<file path="config.mk">
export PLATFORM = sky130hd
export DESIGN_NAME = universal_shift_reg
export DESIGN_NICKNAME = d
export VERILOG_FILES = /design/src/rtl/universal_shift_reg.sv
export SDC_FILE = /design/constraint.sdc
export NUM_CORES = 1
export LEC_CHECK = 0
export CELL_PAD_IN_SITES_DETAIL_PLACEMENT = 0
export CELL_PAD_IN_SITES_GLOBAL_PLACEMENT = 2
export CORE_UTILIZATION = 22
export CTS_CLUSTER_SIZE = 12
export DETAILED_ROUTE_END_ITERATION = 16
export PLACE_DENSITY_LB_ADDON = 0.25
export SYNTH_ARGS = -nofsm -noshare
export SYNTH_HDL_FRONTEND = slang
export SYNTH_SLANG_ARGS = --single-unit
</file>
<file path="constraint.sdc">
create_clock -name clk -period 2.75 [get_ports clk]
set_input_delay 0.55 -clock clk [delete_from_list [all_inputs] [get_ports clk]]
set_output_delay 0.55 -clock clk [all_outputs]
set_load 0.1 [all_outputs]
</file>
<file path="src/rtl/universal_shift_reg.sv">
// Universal shift register: hold / shift right / shift left / parallel load,
// with synchronous preset and clear, and a shift counter that pulses `full`
// each time WIDTH shifts have assembled a complete word.
module universal_shift_reg #(
   parameter int unsigned WIDTH = 4
) (
   input  logic             clk,
   input  logic             clr_n,
   input  logic             pre,
   input  logic [1:0]       mode,
   input  logic             sin_r,
   input  logic             sin_l,
   input  logic [WIDTH-1:0] pd,
   output logic [WIDTH-1:0] q,
   output logic [WIDTH-1:0] qbar,
   output logic             sout_r,
   output logic             sout_l,
   output logic             full
);

   localparam int unsigned CW = $clog2(WIDTH + 1);
   localparam logic [CW-1:0] CNT_LAST = CW'(WIDTH - 1);

   typedef enum logic [1:0] {
      MODE_HOLD  = 2'b00,
      MODE_SHR   = 2'b01,
      MODE_SHL   = 2'b10,
      MODE_LOAD  = 2'b11
   } mode_t;

   logic [WIDTH-1:0] r_q;
   logic [CW-1:0]    r_cnt;
   logic             r_full;

   mode_t            w_mode;
   logic             w_cnt_last;
   logic [CW-1:0]    w_cnt_next;

   assign w_mode = mode_t'(mode);

   // Shift bookkeeping shared by both shift directions
   always_comb begin
      w_cnt_last = (r_cnt == CNT_LAST);
      w_cnt_next = w_cnt_last ? '0 : r_cnt + CW'(1);
   end

   // Register update: clear beats preset beats mode
   always_ff @(posedge clk) begin
      if (!clr_n) begin
         r_q    <= '0;
         r_cnt  <= '0;
         r_full <= 1'b0;
      end else if (pre) begin
         r_q    <= '1;
         r_cnt  <= '0;
         r_full <= 1'b0;
      end else begin
         case (w_mode)
            MODE_HOLD: begin
               r_full <= 1'b0;
            end
            MODE_SHR: begin
               r_q    <= {sin_r, r_q[WIDTH-1:1]};
               r_cnt  <= w_cnt_next;
               r_full <= w_cnt_last;
            end
            MODE_SHL: begin
               r_q    <= {r_q[WIDTH-2:0], sin_l};
               r_cnt  <= w_cnt_next;
               r_full <= w_cnt_last;
            end
            default: begin
               r_q    <= pd;
               r_cnt  <= '0;
               r_full <= 1'b0;
            end
         endcase
      end
   end

   // Derived outputs are purely combinational from the register
   always_comb begin
      q      = r_q;
      qbar   = ~r_q;
      sout_r = r_q[0];
      sout_l = r_q[WIDTH-1];
      full   = r_full;
   end

endmodule
</file>
==> reports/qor.yml <==
syn_area_um2: 468
cts_tree: "built"
firstDrtPassIters: 4
synth_seq_area_share: 0.342
fin_nets: 93
dieWidth_um: 48.1
fin_skew_ns: 0.000160
met3_usage: 0.0370
synthFlopType: "dfxtp_1"
crit_slowest_cell: "clkdlybuf4s50_1"
routed_via_density: 4.31
clk_pin_slew_worst_paths_ns: 0.06
syn_avg_cell_area_um2: 8.51
cellPowerDensity_nw_per_um2: 594
yosys-top-cells-count: "a21oi_1, dfxtp_1, inv_1, ha_1"
synth_top_area_frac: 0.342
synth.distinct_cells: 20
dpl.hpwl_um: 863
p_total_mw: 0.408
io_buffers: 21
wl_per_cell_um: 10.9
timing.rr.end: "r_cnt[0]"
seqCellArea_um2: 160
syn-instance-count: 55
drc: 0
maxCapViolCount: 0
grt_use_met1: 0.148
syn_nets: 70
fmax_mhz: 504
finalWirelength_mm: 1.13
die_h_um: 48.1
root_buffer: "clkbuf_4"
grt_max_degree: 14
hold_depth: 2
ys_warn_count: 0
start_util: 0.236
setup_viol: 0
grt_use_met2: 0.127
relSlewSlack: 0.733
hold_buffers: 0
cts_buffers: 3
ir_drop_v: 0.000167
holdCritStartpoint: "r_cnt[1]"
drive_gt1_frac: 0.211
slowest_delay_ns: 0.48
critPathKind: "input pin to flip-flop"
ant_nets: 0
overflow: 0
path_cells: "clkdlybuf4s50_1 -> inv_1 -> ha_1 -> nand2b_2 -> or2_1 -> o221a_1"
placed_cells: 100
rsz0062_at_grt: "no"
yosysTopAreaCell: "dfxtp_1"
ff2ff_setup_slack_ns: 1.57
r2r-start: "r_cnt[0]"
whs_endpoint: "r_cnt[1]"
outcome: "complete, no violations"
cp.required_ns: 2.90
busiest_layer: "met1"
finalMaxSlewViolations: 0
path_max_fanout: 13
layout.cells.non_filler: 103
yosys_register_bits: 8
drt_iter0_markers: 7
cp.arrival_ns: 2.13
first_global_vias: 338
cp-start-kind: "input pin"
vias: 444
syn2layout_area_growth_pct: 46.8
gp_congestion: 0.730
fin_crit_sh: 0.722
multi_input_area_um2: 258
placed_area_um2: 664
endpoint_kind: "flip-flop"
rows: 16
post-cts-setup-buffers: 0
p_leak_nw: 0.295
nFillCells: 211
setup_tns_ns: 0
dieArea_um2: 2320
hold_path_class: "flip-flop to flip-flop"
boundaryPins: 22
netlist_top_cells_area: "dfxtp_1, ha_1, a21oi_1"
period_minus_slack_ns: 1.98
clk_path_buf_depth: 2
final-hold-violation-count: 0
ys_async_sr_fraction: 0
worstRegToRegCells: 4
diodes: 0
worst_slew_pin_slew_ns: 0.400
track_usage: 0.106
grt_pass1_wl_mm: 1.55
h-tree-depth: 1
antenna_found_initial: 0
synth_edf_count: 0
final_cell_area_um2: 687
worstSkewPairLatency_ns: 0.25
cts_num_sinks: 8
coreArea_um2: 1980
cts_resized: 0
==> critical path, delay by kind of cell <==
| family | cells | cell delay, ns |
|---|---|---|
| fa+ha+maj | 1 | 0.34 |
| buf+inv | 2 | 0.54 |
| compound gates | 1 | 0.21 |
| simple gates | 2 | 0.50 |
==> layer usage <==
layer	wire, µm	up-vias	share of wire
met3	54	4	0.048
li1	-	233	-
met4	28	0	0.025
met2	469	15	0.42
met1	573	192	0.51
met5	0	-	0
==> through the flow <==
step | hold WS [ns] | util | setup WS [ns]
after floorplan | 0.444 | - | 0.530
after global placement | 0.460 | 0.335 | 0.479
after detailed placement | 0.469 | 0.335 | 0.463
after CTS | 0.475 | 0.347 | 0.747
after global routing | 0.500 | 0.347 | 0.651
final | 0.472 | 0.347 | 0.766
==> logic make-up after synthesis <==
| group | after synthesis | synth area share |
|---|---|---|
| AOI/OAI and AO/OA | 16 | 0.249 |
| and+or+nand+nor | 16 | 0.195 |
| buffers and inverters | 11 | 0.107 |
| DFF | 8 | 0.342 |
| adders and majority gates | 4 | 0.107 |
==> state kept, by name, indices dropped and copies added (netlist names) <==
| register | flops |
|---|---|
| q | 4 |
| r_cnt | 3 |
| full | 1 |
==> how the worst max path moves through the flow <==
stage                          to    start  cells past startpoint
after floorplan           qbar[0]     q[0]                      1
after global placement       q[2]  mode[0]                      6
after detailed placement     q[3]  mode[0]                      6
after CTS                    q[3]  mode[0]                      6
after global routing         q[1]  mode[0]                      6
final                        q[1]  mode[0]                      6
==> report_power, final <==
group	switching [mW]	internal, mW
registers	0.00724	0.123
logic	0.136	0.0483
clock network	0.0431	0.0502
==> cell usage in the layout, fill, tap and decap left out, types with 2 or more instances in the layout <==
cell type / count
clkdlybuf4s50_1: 10
dfxtp_1: 8
or3_1: 2
o221a_1: 3
buf_4: 11
inv_1: 8
a21oi_1: 8
nor3_1: 3
ha_1: 4
a22o_1: 3
nand2b_1: 2
clkbuf_4: 3
nand2_1: 3
==> layout make-up <==
class / count / share of cell area
clock buffers: 3 / 0.0328
well taps: 27 / 0.0492
flip-flops and latches: 8 / 0.233
inverters: 8 / 0.0437
multi-input cells: 36 / 0.375
repair buffers: 21 / 0.266
No activity file was read; power rests on OpenSTA's default activity.
